$ cat src/rtl/median_pkg.sv
// Shared definitions for the median filter scheduler and datapath.
package median_pkg;

    localparam int unsigned SEL_W = 2;

    typedef enum logic [2:0] {
        ST_IDLE  = 3'd0,
        ST_RUN   = 3'd1,
        ST_DRAIN = 3'd2,
        ST_DONE  = 3'd3
    } state_t;

endpackage

$ cat src/rtl/median_scan_scheduler_raster_counter.sv
// Raster-order row/column counter with a mod-3 row select and a past-the-end flag.
module raster_counter
    import median_pkg::*;
#(
    parameter int unsigned WIDTH  = 430,
    parameter int unsigned HEIGHT = 554,
    parameter int unsigned CW     = 10
) (
    input  logic             clk,
    input  logic             rst,
    input  logic             clr,
    input  logic             adv,
    output logic [CW-1:0]    row,
    output logic [CW-1:0]    col,
    output logic [SEL_W-1:0] sel,
    output logic             finished
);
    localparam logic [CW-1:0] COL_LAST = CW'(WIDTH - 1);

    logic [CW-1:0]    row_q, col_q;
    logic [SEL_W-1:0] sel_q;

    always_ff @(posedge clk) begin
        if (rst || clr) begin
            row_q <= '0;
            col_q <= '0;
            sel_q <= '0;
        end else if (adv) begin
            if (col_q == COL_LAST) begin
                col_q <= '0;
                row_q <= row_q + CW'(1);
                sel_q <= (sel_q == SEL_W'(2)) ? '0 : sel_q + SEL_W'(1);
            end else begin
                col_q <= col_q + CW'(1);
            end
        end
    end

    assign row      = row_q;
    assign col      = col_q;
    assign sel      = sel_q;
    assign finished = (row_q == CW'(HEIGHT));

endmodule

$ cat src/rtl/median_scan_scheduler.sv
// Raster-scan scheduler for the 3x3 median filter: throttles pixel intake against the
// 3-line buffer, issues windows to the pipeline and owns its valid bits and handshake.
module median_scan_scheduler
    import median_pkg::*;
#(
    parameter int unsigned WIDTH   = 430,
    parameter int unsigned HEIGHT  = 554,
    parameter int unsigned MED_LAT = 4,
    parameter int unsigned CW      = 10
) (
    input  logic             clk,
    input  logic             rst,
    input  logic             start,
    input  logic             in_valid,
    output logic             in_ready,
    output logic             lb_wr_en,
    output logic [SEL_W-1:0] lb_wr_sel,
    output logic [CW-1:0]    lb_wr_col,
    output logic             iss,
    output logic [CW-1:0]    iss_row,
    output logic [CW-1:0]    iss_col,
    output logic [SEL_W-1:0] iss_sel_mid,
    output logic             iss_border,
    output logic             pipe_en,
    output logic             out_valid,
    input  logic             out_ready,
    output logic             out_last,
    output logic             busy,
    output logic             done,
    output logic [2:0]       state
);
    localparam int unsigned   CW1    = CW + 1;
    localparam logic [CW:0]   H_LAST = CW1'(HEIGHT - 1);
    localparam logic [CW-1:0] R_LAST = CW'(HEIGHT - 1);
    localparam logic [CW-1:0] W_LAST = CW'(WIDTH - 1);

    state_t             state_q, state_d;
    logic [MED_LAT-1:0] vsr_q;
    logic               frame_start, run, avail;
    logic               in_fin, iss_fin;
    logic [CW-1:0]      in_row, in_col, out_row, out_col, nc;
    logic [CW:0]        iss_row_p1, nr;
    logic [SEL_W-1:0]   unused_out_sel;
    logic               unused_out_fin;

    assign run         = (state_q == ST_RUN);
    assign frame_start = start && (state_q == ST_IDLE || state_q == ST_DONE);

    // Input may run at most one row ahead of the cursor so row iss_row-1 stays intact.
    assign iss_row_p1 = {1'b0, iss_row} + CW1'(1);
    assign in_ready   = run && !in_fin && ({1'b0, in_row} <= iss_row_p1);
    assign lb_wr_en   = in_valid && in_ready;
    assign lb_wr_col  = in_col;

    // The window is complete once the pixel below-right of the centre (clamped) is stored.
    assign nr    = (iss_row_p1 > H_LAST) ? H_LAST : iss_row_p1;
    assign nc    = (iss_col == W_LAST) ? W_LAST : iss_col + CW'(1);
    assign avail = ({1'b0, in_row} > nr) || ({1'b0, in_row} == nr && in_col > nc);

    assign out_valid  = vsr_q[MED_LAT-1];
    assign pipe_en    = !out_valid || out_ready;
    assign iss        = run && !iss_fin && avail && pipe_en;
    assign iss_border = (iss_row == '0) || (iss_row == R_LAST) ||
                        (iss_col == '0) || (iss_col == W_LAST);
    assign out_last   = out_valid && (out_row == R_LAST) && (out_col == W_LAST);

    assign busy  = (state_q == ST_RUN) || (state_q == ST_DRAIN);
    assign done  = (state_q == ST_DONE);
    assign state = state_q;

    raster_counter #(.WIDTH(WIDTH), .HEIGHT(HEIGHT), .CW(CW)) u_in_cnt (
        .clk      (clk),
        .rst      (rst),
        .clr      (frame_start),
        .adv      (lb_wr_en),
        .row      (in_row),
        .col      (in_col),
        .sel      (lb_wr_sel),
        .finished (in_fin)
    );

    raster_counter #(.WIDTH(WIDTH), .HEIGHT(HEIGHT), .CW(CW)) u_iss_cnt (
        .clk      (clk),
        .rst      (rst),
        .clr      (frame_start),
        .adv      (iss),
        .row      (iss_row),
        .col      (iss_col),
        .sel      (iss_sel_mid),
        .finished (iss_fin)
    );

    raster_counter #(.WIDTH(WIDTH), .HEIGHT(HEIGHT), .CW(CW)) u_out_cnt (
        .clk      (clk),
        .rst      (rst),
        .clr      (frame_start),
        .adv      (out_valid && out_ready),
        .row      (out_row),
        .col      (out_col),
        .sel      (unused_out_sel),
        .finished (unused_out_fin)
    );

    always_ff @(posedge clk) begin
        if (rst) begin
            state_q <= ST_IDLE;
            vsr_q   <= '0;
        end else begin
            state_q <= state_d;
            if (frame_start) begin
                vsr_q <= '0;
            end else if (pipe_en) begin
                vsr_q <= MED_LAT'({vsr_q, iss});
            end
        end
    end

    always_comb begin
        state_d = state_q;
        unique case (state_q)
            ST_IDLE, ST_DONE: if (start) state_d = ST_RUN;
            ST_RUN:   if (iss && iss_row == R_LAST && iss_col == W_LAST) state_d = ST_DRAIN;
            ST_DRAIN: if (vsr_q == '0) state_d = ST_DONE;
            default:  state_d = ST_IDLE;
        endcase
    end

endmodule

$ cat config.mk
export PLATFORM = sky130hd
export DESIGN_NAME = median_scan_scheduler
export DESIGN_NICKNAME = d
export VERILOG_FILES = /design/src/rtl/median_pkg.sv /design/src/rtl/median_scan_scheduler_raster_counter.sv /design/src/rtl/median_scan_scheduler.sv
export SDC_FILE = /design/constraint.sdc
export NUM_CORES = 1
export LEC_CHECK = 0
export CAP_MARGIN = 20
export CORE_MARGIN = 3
export CORE_UTILIZATION = 41
export CTS_CLUSTER_DIAMETER = 60
export DETAILED_ROUTE_END_ITERATION = 16
export GPL_TIMING_DRIVEN = 0
export SYNTH_ARGS = -nofsm -noshare
export SYNTH_HDL_FRONTEND = slang
export SYNTH_SLANG_ARGS = --single-unit
$ cat constraint.sdc
create_clock -name clk -period 5.4 [get_ports clk]
set_input_delay 1.35 -clock clk [delete_from_list [all_inputs] [get_ports clk]]
set_output_delay 1.35 -clock clk [all_outputs]
set_load 0.02 [all_outputs]
* Yosys cells after proc, flatten, opt, wreduce, memory -nomap -nowiden *
Cells that the tools add are included.

cells by class
  $add $sub $neg = 9
  multiply operators = 0
  divide/modulo/power cells = 0
  $lt $le $gt $ge = 4
  equality and inequality tests = 16
  shift-type cells = 0
  mux-type cells = 11
  bitwise operators = 0
  reductions and logical operators = 34

operators by type and width
  kind                   number
  $add 10x1->10 const B  6
  $eq 10x10->1 const B   4
  $mux 10                4
  $eq 10x9->1 const B    3
  $logic_not 10->1       2
  $logic_and 1x1->1      13
  $add 10x1->11 const B  1
  $eq 10x11->1           1
  $gt 10x11->1           1
  $gt 11x10->1 const B   1
  $le 10x11->1           1
  $mux 11                1
  $gt 10x10->1           1
  $mux 3                 3
  $pmux 3 s3             1
  $logic_or 1x1->1       8
  $eq 3x2->1 const B     2
  $reduce_and 2->1       3
  $add 2x1->2 const B    2
  $eq 2x2->1 const B     2
  $logic_not 4->1        1
  $mux 2                 2
  $ne 2x1->1 const B     2
  $reduce_or 2->1        2
  5 further kinds        7

storage, ports and cells
  register bits = 71
  latch bits = 0
  RAM bits = 0
  bits in read-only memories = 0
  input port bits = 5
  output and inout port bits = 46
  word-level logic and storage cells = 84
  memories kept = 0

* Depth between registers and ports, before layout *
  depth after elaboration = 12
  depth in mapped cells = 17
  mapped depth without buffers = 17

* Cells and area by module *
From an unflattened synthesis, not the netlist that was laid out.

second synthesis, totals
  cells, all modules = 595
  area total of the unflattened synthesis = 4873.4 um^2

by module, submodules not included
  module                 times used  cells an instance  area each (um^2)  seq. area each (um^2)
  raster_counter         3           119                1046.0            440.4
  median_scan_scheduler  1           238                1735.4            120.1

* Least setup slack after synthesis *
Ideal clock, no wire load.

  kind = register to output
  start = reg u_iss_cnt.row_q[0] (netlist: u_iss_cnt.row[0])
  end = out iss
  arrival = 3872 ps
  required time = 4050 ps
  path slack = 178 ps
  cell stages (with the launch flop) = 16
  path through = dfxtp_1 ha_1 and3_1 and3_1 mux2i_1 nor4b_1 a221o_1 nand2_1 and2_1 ha_1 nand4_1 nor4_1 o31ai_1 nor4_1 nor2_1 clkinv_1

between the ends
  longest elaborated chain between the ends = 8
  elaborated cells between the ends (all ways) = 12

RTL lines
  item                                                   RTL line                                    text
  start, declared                                        median_scan_scheduler_raster_counter.sv:20  logic [CW-1:0] row_q, col_q;
  start signal, assigned                                 median_scan_scheduler_raster_counter.sv:31  row_q <= row_q + CW'(1);
  branches (longest 6 deep; another with $add 10x1->11)  -
  $logic_and 1x1->1 * (2 in series)                      median_scan_scheduler.sv:62                 assign iss = run && !iss_fin && avail && pipe_en;
  end, declared                                          median_scan_scheduler.sv:19                 output logic iss,

Mark *: on every way between the ends.

* Final worst setup path *
Same ends and word-level chain as after synthesis.

==> summary.txt <==
Drt
  • Number of vias per cell: 5.45
  • Post-route ant nets: 0
  • Vias: 4345
  • Final wirelength: 12.4 mm
  • Drt drc: 0
  • Iteration-0 DRC Markers: 263
  • 1st-pass router iterations: 5
  • Wire per inst: 15.5 µm

Final layout
  • Share of layout cells above drive strength 1: 9.59%
  • Final #Nets: 705
  • Final core utilization: 53.3%
  • Area of the multi-input gates: 3180 µm²
  • Post-Layout Cell Count: 797
  • Area Overhead vs Synth: 25.5%
  • Antenna cells: 0
  • Register area: 1410 µm²
  • Filler Cell Count: 1025
  • Design area: 5860 µm²

Global routing
  • Vias in the first global route: 4155
  • Grt ovf: 0
  • Largest net degree at the start of global routing: 13
  • Initial antenna violation count: 0
  • Total GRT Usage: 19.9%
  • First-pass GRT wire length: 20.7 mm

STA
  • Fmax: 187 MHz
  • Worst Tran Pin Value: 0.968 ns
  • Final Skew: 0.00492 ns
  • Hold Vio Cnt, Final: 0
  • Unrepaired setup endpoints after global routing: yes
  • Final setup fails: 0
  • Post-route clock period utilization: 98.9%
  • Slew margin rel.: 35.5%
  • Max-slew violations: 0
  • Tmin final: 5.34 ns

CTS
  • Num CTS Buffers: 9
  • CTS tree: yes
  • Hold_buf cts: 0
  • Clock Latency Late Sink: 0.33 ns
  • Reg clk slew, reported paths: 0.06 ns
  • Sinks on the clock net: 70
  • CTS root buffer: clkbuf_16
  • H-tree Lvls: 3
  • Clock Tree Buf Depth: 2

Synth
  • Compound-Gate Fraction of Synth Area: 17.0%
  • Mux cell area share after synthesis: 0.643%
  • Area leader, netlist: dfxtp_1
  • Yosys top cell area share: 30.0%
  • Post-synthesis xor/xnor area fraction: 6.75%
  • Yosys warnings: 0
  • Seq/Total Area, Yosys: 30.0%
  • Largest family of logic cells by synthesized area: simple AND/OR/NAND/NOR gates
  • Number of flops mapped to enable cells by yosys: 0
  • Synth area leaders: dfxtp_1 30%, ha_1 13%, a21oi_1 5.5%
  • Share of synthesized registers carrying an async set or reset: 0%
  • Synthesized flop and latch total: 70
  • Synth Area in Adders: 12.9%
  • Synth cell types: 63
  • Prevailing post-synth register cell: dfxtp_1
  • Synthesized area per cell: 7.95 µm²
  • Post-Synth Simple-Gate Area: 27.6%
  • Post-synthesis net count: 640
  • Synth Cell Area: 4670 µm²
  • Post-Synthesis Cells: 587

Place
  • Post-DP Area: 5340 µm²
  • Input/output buffers: 49
  • Cell total after placement: 776
  • HPWL after detailed placement: 9.27 mm
  • Placer congestion estimate: 0.893

Power
  • Peak supply drop: 0.222 mV
  • Reg power frac: 36.5%
  • Power per cell area: 253 nW/µm²
  • Int Power: 1060 µW
  • Combinational share of power: 19.2%
  • Sw Share: 28.8%
  • Switching power total: 428 µW
  • Leakage Power: 0.00208 µW
  • Clk network pwr share: 44.3%

Die
  • Total Die Area: 12700 µm²
  • FP Rows: 38
  • IO Count: 51
  • Core box area: 11000 µm²
  • Initial Util: 42.5%
  • Die Wd: 113 µm
  • Height of the die: 113 µm

Status
  • Outcome: finished, final reports clean

Setup path
  • Worst EP required: 4.05 ns
  • Critical Path Sink Type: output pin
  • CP Launch Type: flip-flop
  • CP Max Fanout: 10
  • Crit path arrival time: 3.99 ns
  • Critical setup path kind: reg2out

Hold path
  • Min-Delay Path Class: reg2reg

Run
  • MaxCap Viol Count: 0
-- critical path, stage by stage, from the launching register on --
cell	delay (ns)
dfxtp_4	0.43
ha_4	0.18
and3_2	0.24
and3_4	0.23
mux2i_2	0.24
o21ai_0	0.11
a221o_1	0.42
nand2_2	0.13
nand2b_1	0.08
ha_1	0.29
a22o_1	0.27
o41ai_4	0.46
a211oi_4	0.14
nor2_2	0.18
inv_4	0.08
buf_2	0.17
-- routing by layer --
layer	global-route usage [%]	share of wire, %	wire length [µm]	vias to the layer above
li1	-	-	-	2234
met1	27.9	50	6210	2036
met2	31.2	46	5660	65
met3	3.90	3.0	371	10
met4	5.53	1.1	130	0
met5	0	0	0	-
-- Yosys cell counts, drive strengths merged (4+ instances only) --
library cell / number
and2: 8
o211ai: 4
ha: 48
nand3: 33
nor4: 5
nand3b: 8
xor2: 17
xnor2: 19
o21ai: 35
nor3: 9
nand2b: 8
clkbuf: 13
o41ai: 4
buf: 8
and3: 12
nor2: 49
dfxtp: 70
a211oi: 9
nand4: 12
nand2: 57
inv: 33
nor4b: 4
a21oi: 51
or2: 5
or3: 25
-- power by group through the flow --
stage	clock network [µW]	logic (µW)	registers, µW
after global placement	0	279	554
after floorplan	0	163	561
after global routing	692	315	545
after CTS	671	286	542
after detailed placement	0	284	555
final	657	285	541
-- state kept, by name, indices dropped and copies added, names as in the netlist --
signal         cells
u_iss_cnt.sel      2
u_in_cnt.col      10
state              2
u_iss_cnt.row     10
u_iss_cnt.col     10
vsr_q              4
u_in_cnt.sel       2
u_out_cnt.col     10
u_out_cnt.row     10
u_in_cnt.row      10
-- worst paths after layout --
| path | from | to | slack [ns] | cells past startpoint |
|---|---|---|---|---|
| worst max-delay path | u_iss_cnt.row[0]$_SDFFE_PP0P_ | iss | 0.06 | 15 |
| worst min-delay path | u_in_cnt.sel[0]$_SDFFE_PP0P_ | u_in_cnt.sel[0]$_SDFFE_PP0P_ | 0.47 | 2 |
| worst max register to register | u_iss_cnt.row[0]$_SDFFE_PP0P_ | state[1]$_SDFFE_PP0P_ | 0.90 | 17 |
| worst min register to register | u_in_cnt.sel[0]$_SDFFE_PP0P_ | u_in_cnt.sel[0]$_SDFFE_PP0P_ | 0.47 | 2 |
-- layout make-up --
type                            instances  share of cell area [%]
Multi-Input combinational cell        462                    54.2
Sequential cell                        70                    24.0
Timing Repair Buffer                   54                    8.97
Clock buffer                           11                    4.31
Tap cell                              140                    2.99
Inverter                               34                    2.22
Buffer                                 21                    1.88
Clock inverter                          5                    1.39
-- through the flow --
step / hold slack, ns / total power (µW) / setup slack [ns] / setup TNS (ns)
after floorplan: 0.445 / 724 / 0.178 / 0
after global placement: 0.457 / 833 / -1.12 / -1.12
after detailed placement: 0.466 / 838 / -1.15 / -1.15
after CTS: 0.475 / 1500 / 0.0894 / 0
after global routing: 0.506 / 1550 / -0.121 / -0.121
final: 0.472 / 1480 / 0.0569 / 0
-- cells in the final DEF, fill, tap and decap left out, drive strengths merged, types with 3 or more instances in the layout --
master	instances
ha	48
inv	34
nand2	57
dfxtp	70
clkdlybuf4s50	47
nor2	49
o21ai	35
nand3	33
mux2i	3
and4	3
nand3b	8
buf	14
and3	12
a21oi	51
nor4	5
a211oi	9
xnor2	19
and2	8
nor4b	4
o31ai	3
nor3	9
o41ai	4
clkbuf	24
nand4	12
xor2	17
or2	5
o211ai	4
or3	25
nand2b	8
-- logic make-up (layout without fill, tap and decap cells) --
logic type / Yosys count / after routing
and+or+nand+nor: 246 / 246
AOI/OAI and AO/OA: 128 / 128
DFF: 70 / 70
buffers and inverters: 55 / 125
adders and majority gates: 48 / 48
xor gates and xnor gates: 36 / 36
muxes: 3 / 3
other: 1 / 1
-- what timing repair did --
action                     CTS  global route
setup endpoints to repair    2             2
setup buffers                4             1
pin swaps                    5             3
resized for setup           29             6
No activity file was read; power rests on OpenSTA's default activity.
